[src/rtl/rv_constants.sv]
// ---------------------------------------------------------------------------
// rv_constants
// Shared constants for the ALU datapath: the ALU_* function codes driven by
// the ALU controller, the serial ALU FSM state encoding, and a small decode
// helper for recognising the iterative shift operations.
// ---------------------------------------------------------------------------
package rv_constants;

    // ALU function codes (5-bit alu_function field)
    localparam logic [4:0] ALU_ADD  = 5'd0;
    localparam logic [4:0] ALU_SUB  = 5'd1;
    localparam logic [4:0] ALU_SLL  = 5'd2;
    localparam logic [4:0] ALU_SLT  = 5'd3;
    localparam logic [4:0] ALU_SLTU = 5'd4;
    localparam logic [4:0] ALU_XOR  = 5'd5;
    localparam logic [4:0] ALU_SRL  = 5'd6;
    localparam logic [4:0] ALU_SRA  = 5'd7;
    localparam logic [4:0] ALU_OR   = 5'd8;
    localparam logic [4:0] ALU_AND  = 5'd9;
    localparam logic [4:0] ALU_SEQ  = 5'd10;

    // Serial ALU control states
    typedef enum logic [1:0] {
        IDLE  = 2'd0,
        SHIFT = 2'd1,
        DONE  = 2'd2
    } alu_state_t;

    // True for the three operations that run through the iterative shifter
    function automatic logic is_shift_op(input logic [4:0] fn);
        return (fn == ALU_SLL) || (fn == ALU_SRL) || (fn == ALU_SRA);
    endfunction

endpackage

[src/rtl/serial_shifter.sv]
// ---------------------------------------------------------------------------
// serial_shifter
// One-bit-per-cycle shifter. A load captures the source word, the shift
// count and the direction/arithmetic controls; afterwards the working word
// moves by one bit every cycle while the counter is non-zero.
//
// Ports
//   clock       : rising-edge clock
//   reset       : synchronous active-high reset (clears word and counter)
//   load        : capture load_data / load_count / direction controls
//   load_left   : 1 = shift left (SLL), 0 = shift right
//   load_arith  : right shifts replicate the sign bit (SRA) when set
//   load_data   : word to be shifted
//   load_count  : number of single-bit steps to perform
//   step_data   : working word after the step taken this cycle
//   last_step   : this cycle performs the final step (counter == 1)
// ---------------------------------------------------------------------------
module serial_shifter #(
    parameter int DATA_WIDTH  = 32,
    parameter int SHAMT_WIDTH = 5
) (
    input  logic                   clock,
    input  logic                   reset,
    input  logic                   load,
    input  logic                   load_left,
    input  logic                   load_arith,
    input  logic [DATA_WIDTH-1:0]  load_data,
    input  logic [SHAMT_WIDTH-1:0] load_count,
    output logic [DATA_WIDTH-1:0]  step_data,
    output logic                   last_step
);

    logic [DATA_WIDTH-1:0]  work;
    logic [SHAMT_WIDTH-1:0] count;
    logic                   shift_left;
    logic                   shift_arith;
    logic                   fill_bit;

    // Right shifts fill with the sign bit only for arithmetic shifts
    assign fill_bit  = shift_arith & work[DATA_WIDTH-1];
    assign step_data = shift_left ? {work[DATA_WIDTH-2:0], 1'b0}
                                  : {fill_bit, work[DATA_WIDTH-1:1]};
    assign last_step = (count == SHAMT_WIDTH'(1));

    always_ff @(posedge clock) begin
        if (reset) begin
            work        <= '0;
            count       <= '0;
            shift_left  <= 1'b0;
            shift_arith <= 1'b0;
        end else if (load) begin
            work        <= load_data;
            count       <= load_count;
            shift_left  <= load_left;
            shift_arith <= load_arith;
        end else if (count != '0) begin
            work  <= step_data;
            count <= count - 1'b1;
        end
    end

endmodule

[src/rtl/serial_alu.sv]
// ---------------------------------------------------------------------------
// serial_alu
// Small ALU with a valid/ready handshake. Arithmetic, logic and compare
// operations finish in the accept cycle (result one cycle later); SLL, SRL
// and SRA with a non-zero amount iterate one bit per cycle in
// serial_shifter. The result is held until the consumer takes it.
//
// Ports
//   clock             : rising-edge clock
//   reset             : synchronous active-high reset
//   alu_function      : ALU_* operation code
//   operand_a         : first operand / shift source
//   operand_b         : second operand; low SHAMT_WIDTH bits = shift amount
//   in_valid/in_ready : request handshake (ready only in IDLE)
//   out_valid/out_ready : result handshake (valid only in DONE)
//   result            : registered operation result
//   result_equal_zero : high when the registered result is zero
// ---------------------------------------------------------------------------
module serial_alu
    import rv_constants::*;
#(
    parameter int DATA_WIDTH  = 32,
    parameter int SHAMT_WIDTH = 5
) (
    input  logic                  clock,
    input  logic                  reset,
    input  logic [4:0]            alu_function,
    input  logic [DATA_WIDTH-1:0] operand_a,
    input  logic [DATA_WIDTH-1:0] operand_b,
    input  logic                  in_valid,
    output logic                  in_ready,
    output logic                  out_valid,
    input  logic                  out_ready,
    output logic [DATA_WIDTH-1:0] result,
    output logic                  result_equal_zero
);

    alu_state_t             state;
    alu_state_t             state_next;
    logic [DATA_WIDTH-1:0]  result_q;
    logic [DATA_WIDTH-1:0]  result_next;
    logic                   result_load;
    logic                   shift_load;
    logic                   shift_last;
    logic [DATA_WIDTH-1:0]  shift_step;
    logic [SHAMT_WIDTH-1:0] shamt;
    logic                   accept;

    // Zero-extend a single compare flag to a full result word
    function automatic logic [DATA_WIDTH-1:0] flag_word(input logic flag);
        return {{(DATA_WIDTH-1){1'b0}}, flag};
    endfunction

    // Single-cycle operations. Shift codes land here only with a zero
    // amount, where the result is the unshifted source.
    function automatic logic [DATA_WIDTH-1:0] alu_single(
        input logic [4:0]            fn,
        input logic [DATA_WIDTH-1:0] a,
        input logic [DATA_WIDTH-1:0] b
    );
        logic signed [DATA_WIDTH-1:0] a_s;
        logic signed [DATA_WIDTH-1:0] b_s;
        logic [DATA_WIDTH-1:0]        r;
        a_s = a;
        b_s = b;
        case (fn)
            ALU_ADD:  r = a + b;
            ALU_SUB:  r = a - b;
            ALU_XOR:  r = a ^ b;
            ALU_OR:   r = a | b;
            ALU_AND:  r = a & b;
            ALU_SLT:  r = flag_word(a_s < b_s);
            ALU_SLTU: r = flag_word(a < b);
            ALU_SEQ:  r = flag_word(a == b);
            ALU_SLL,
            ALU_SRL,
            ALU_SRA:  r = a;
            default:  r = '0;
        endcase
        return r;
    endfunction

    assign shamt             = operand_b[SHAMT_WIDTH-1:0];
    assign in_ready          = (state == IDLE);
    assign out_valid         = (state == DONE);
    assign accept            = in_valid && in_ready;
    assign result            = result_q;
    assign result_equal_zero = (result_q == '0);

    serial_shifter #(
        .DATA_WIDTH  (DATA_WIDTH),
        .SHAMT_WIDTH (SHAMT_WIDTH)
    ) u_shifter (
        .clock      (clock),
        .reset      (reset),
        .load       (shift_load),
        .load_left  (alu_function == ALU_SLL),
        .load_arith (alu_function == ALU_SRA),
        .load_data  (operand_a),
        .load_count (shamt),
        .step_data  (shift_step),
        .last_step  (shift_last)
    );

    always_ff @(posedge clock) begin
        if (reset) begin
            state    <= IDLE;
            result_q <= '0;
        end else begin
            state <= state_next;
            if (result_load) begin
                result_q <= result_next;
            end
        end
    end

    always_comb begin
        state_next  = state;
        result_load = 1'b0;
        result_next = result_q;
        shift_load  = 1'b0;
        case (state)
            IDLE: begin
                if (accept) begin
                    if (is_shift_op(alu_function) && (shamt != '0)) begin
                        shift_load = 1'b1;
                        state_next = SHIFT;
                    end else begin
                        result_load = 1'b1;
                        result_next = alu_single(alu_function, operand_a, operand_b);
                        state_next  = DONE;
                    end
                end
            end
            SHIFT: begin
                // The final step's output is captured directly so the result
                // is ready in the cycle DONE is entered.
                if (shift_last) begin
                    result_load = 1'b1;
                    result_next = shift_step;
                    state_next  = DONE;
                end
            end
            DONE: begin
                if (out_ready) begin
                    state_next = IDLE;
                end
            end
            default: begin
                state_next = IDLE;
            end
        endcase
    end

endmodule

[config.mk]
export PLATFORM = sky130hd
export DESIGN_NAME = serial_alu
export DESIGN_NICKNAME = d
export VERILOG_FILES = /design/src/rtl/rv_constants.sv /design/src/rtl/serial_shifter.sv /design/src/rtl/serial_alu.sv
export SDC_FILE = /design/constraint.sdc
export NUM_CORES = 1
export LEC_CHECK = 0
export BUFFER_PORTS_ARGS = -buffer_cell sky130_fd_sc_hd__buf_2
export CAP_MARGIN = 20
export CORE_MARGIN = 5
export CORE_UTILIZATION = 30
export DETAILED_ROUTE_END_ITERATION = 12
export PLACE_DENSITY = 0.5
export SLEW_MARGIN = 10
export SYNTH_ARGS = -nofsm -noshare
export SYNTH_HDL_FRONTEND = slang
export SYNTH_SLANG_ARGS = --single-unit
[constraint.sdc]
create_clock -name clock -period 7.95 [get_ports clock]
set_clock_uncertainty 0.1 [all_clocks]
set_input_delay 0.795 -clock clock [delete_from_list [all_inputs] [get_ports clock]]
set_output_delay 0.795 -clock clock [all_outputs]
set_load 0.03 [all_outputs]
==> results.json <==
{
  "slew_violations": 0,
  "cap_violations": 0,
  "synth_xor_area_share_pct": 0.743,
  "grt_first_pass_wirelength_um": 64300,
  "whs_endpoint": "u_shifter.work[0]$_SDFFE_PP0P_",
  "wl_per_cell_um": 23.0,
  "worstHoldPathType": "flip-flop to flip-flop",
  "cts_tree": "yes",
  "cts_max_path_buffers": 2,
  "ys_warn_count": 0,
  "synth_top_area_cell": "dfxtp_1",
  "root_buffer": "clkbuf_16",
  "antenna_found_initial": 1,
  "via_per_inst": 6.00,
  "netlist_instances": 1367,
  "h-tree-depth": 3,
  "synth_fa_ha_area_share_pct": 13.6,
  "synth_edf_count": 0,
  "top_layer": "met5",
  "reg2reg_to": "result[31]$_SDFFE_PP0P_",
  "drive_above_1_share_pct": 12.3,
  "die_height_um": 187,
  "ys_ff_latch": 73,
  "synth_top_family_by_area": "compound AO/OA/AOI/OAI gates",
  "slew_headroom_pct": 27.3,
  "switching_share_pct": 44.9,
  "crit_path_max_incr_delay_ns": 0.88,
  "rrSetupSlack_ns": 5.09,
  "cts_setup_buffers": 0,
  "vias": 10900,
  "die_area_sq_mm": 0.0351,
  "hold_depth": 2,
  "p_int_mw": 1.11,
  "synth_ff_type": "dfxtp_1",
  "dieWidth_um": 187,
  "fin_crit_ns": 4.23,
  "async_flop_share_pct": 0,
  "cp_slowest_cell": "nor4b_2",
  "p_per_area_mw_per_mm2": 192,
  "power.share.clock_pct": 22.3,
  "synthesis.nets": 1541,
  "wl_met1_um": 19600,
  "cp_data_required_time_ns": 8.15,
  "finalSetupViolations": 0,
  "grt_max_degree": 71,
  "rsz0062_at_grt": "no",
  "synth_compound_area_share_pct": 36.6,
  "finalHoldViolCount": 0,
  "ant_nets": 0,
  "p_comb_share_pct": 49.9,
  "cts-buffers-inserted": 9,
  "io_pins": 108,
  "synthSimpleGateAreaFrac_pct": 21.9,
  "diodes": 0,
  "place.gp.congestion": 0.949,
  "clk_pin_slew_worst_paths_ns": 0.07,
  "grt_usage_pct": 22.9,
  "critPathMostFrequentCell": "nand2_1",
  "finalCritPeriodShare_pct": 53.2,
  "totalPowerFinal_mw": 2.02,
  "ys_seq_area_share_pct": 15.5,
  "wl_met2_um": 17400,
  "synth_area_sq_mm": 0.00943,
  "placementRows": 65,
  "yosys.area.top_type_share_pct": 15.5,
  "yosysUniqueCellTypes": 81,
  "status": "finished, final reports clean",
  "syn_to_final_growth_pct": 11.9,
  "drcViolationCount": 0,
  "p_seq_share_pct": 27.9,
  "cp_max_fo": 70,
  "rr_startpoint": "state[1]$_SDFFE_PP0P_",
  "port_buffers": 107,
  "finalSetupTns_ns": 0,
  "p_leak_nw": 4.33,
  "drtPass1Iterations": 5,
  "timing.fmax_mhz": 237,
  "synthMuxAreaShare_pct": 3.29,
  "post_cts_resized": 0,
  "peakVddDrop_mv": 0.152,
  "path_class": "input port to flip-flop",
  "tightest_slew_ns": 1.09,
  "clock_latency_ns": 0.35,
  "overflow": 0,
  "worstPathArrival_ns": 4.42,
  "drtIter0Drc": 1457,
  "synth_area_leaders": "dfxtp_1, ha_1, a21oi_1, nand2_1, o21ai_0",
  "hpwl_um": 32000,
  "min_from": "u_shifter.work[0]$_SDFFE_PP0P_",
  "grt_pass1_vias": 10300,
  "reg2reg_depth": 9,
  "cp-end-kind": "flip-flop",
  "syn_area_per_cell_sq_um": 6.89,
  "crit_path_start_kind": "input port",
  "crit_chain": "buf_2 > buf_4 > nor4b_2 > nand2_1 > nor2_1 > nand2_1 > a2111oi_0 > a211o_1 > a221o_1 > a32o_1",
  "fin_nets": 1579,
  "met3RoutedLength_um": 3710,
  "hold_buffers": 0,
  "critPathLaunch": "alu_function[0]",
  "p_sw_mw": 0.909,
  "clock-sinks": 73,
  "postRouteWirelength_um": 41700,
  "core_sq_mm": 0.0313,
  "initial_utilization_pct": 30.1
}
[power groups by stage]
stage	combinational (mW)	sequential (mW)	clock (mW)
global placement	0.987	0.570	0
finish	1.01	0.564	0.451
floorplan	0.718	0.552	0
CTS	0.999	0.561	0.451
global route	1.14	0.575	0.469
detailed placement	0.993	0.568	0
[worst max path at each step]
stage	to	slack, ns
final	result[31]$_SDFFE_PP0P_	3.72
after global routing	result[31]$_SDFFE_PP0P_	3.42
after CTS	result[31]$_SDFFE_PP0P_	3.83
after detailed placement	result[31]$_SDFFE_PP0P_	3.51
after global placement	result[12]$_SDFFE_PP0P_	3.71
after floorplan	result[24]$_SDFFE_PP0P_	4.68
[worst max-delay path: cells and delay by family]
kind	cells	cell delay [ns]
AOI/OAI and AO/OA	4	0.81
buffers and inverters	2	0.60
and+or+nand+nor	4	2.19
[synth_stat cells (9+ instances only)]
library cell	count
buf_2	19
o21ai_0	99
a31oi_1	24
and2_1	11
nand2_1	171
nor2b_1	11
o211a_1	10
or3_1	21
clkbuf_1	77
o21bai_1	15
o221ai_1	11
a21o_1	13
ha_1	99
mux2i_1	31
nor3_1	35
a22oi_1	13
a221oi_1	20
o22ai_1	12
o31ai_1	9
o211ai_1	45
a311oi_1	9
nand2b_1	10
dfxtp_1	73
nor4_1	27
nand4_1	15
a21oi_1	129
nand3_1	22
inv_1	101
a211oi_1	22
nor2_1	88
[cells in the final DEF (no fill, tap or decap), drive strengths merged, types with 6 or more instances in the layout]
cell type	n
a2111oi	8
a211oi	23
a21o	13
a21oi	130
a221o	6
a221oi	20
a22oi	13
a311oi	10
a31oi	24
and2	11
buf	125
clkbuf	11
dfxtp	73
ha	99
inv	103
mux2i	31
nand2	171
nand2b	10
nand3	22
nand3b	7
nand4	15
nor2	90
nor2b	11
nor3	36
nor4	27
o211a	10
o211ai	45
o21a	7
o21ai	103
o21bai	15
o221ai	11
o22ai	12
o31ai	9
or3	21
xnor2	6
[logic make-up after synthesis]
family	after synthesis
adder cells (fa/ha/maj)	101
multiplexers	31
AND/OR/NAND/NOR	437
AO/OA/AOI/OAI	513
buffers and inverters	204
flip-flops	73
XOR/XNOR	8
[per-layer routing]
metal / GRT usage (%) / vias to the layer above
li1: - / 5126
met1: 34.3 / 5180
met2: 33.7 / 516
met3: 4.42 / 50
met4: 5.75 / 2
met5: 0 / -
[sequential cells by signal (all words and copies together) (netlist names)]
| signal | cells |
|---|---|
| u_shifter.work | 32 |
| u_shifter.shift_arith | 1 |
| u_shifter.shift_left | 1 |
| result | 32 |
| u_shifter.count | 5 |
| state | 2 |
[area by class of cell]
| type | instances | area (sq um) |
|---|---|---|
| sequential | 73 | 1460 |
| clock inverter | 5 | 81.3 |
| timing repair buffer | 126 | 676 |
| multi-input combinational | 1090 | 7200 |
| fill | 3377 | 20800 |
| clock buffer | 10 | 229 |
| inverter | 105 | 394 |
| tap | 402 | 503 |
[metrics by stage]
step | hold slack, ns | cells | utilization, % | area (sq um) | worst slack (ns)
global placement | 0.391 | 1795 | 32.7 | 10200 | 3.71
finish | 0.401 | 1811 | 33.7 | 10500 | 3.72
detailed placement | 0.389 | 1795 | 32.7 | 10200 | 3.51
floorplan | 0.345 | 1367 | - | 9430 | 4.68
global route | 0.434 | 1811 | 33.7 | 10500 | 3.42
CTS | 0.400 | 1810 | 33.7 | 10500 | 3.83
No activity file was read; power rests on OpenSTA's default activity.
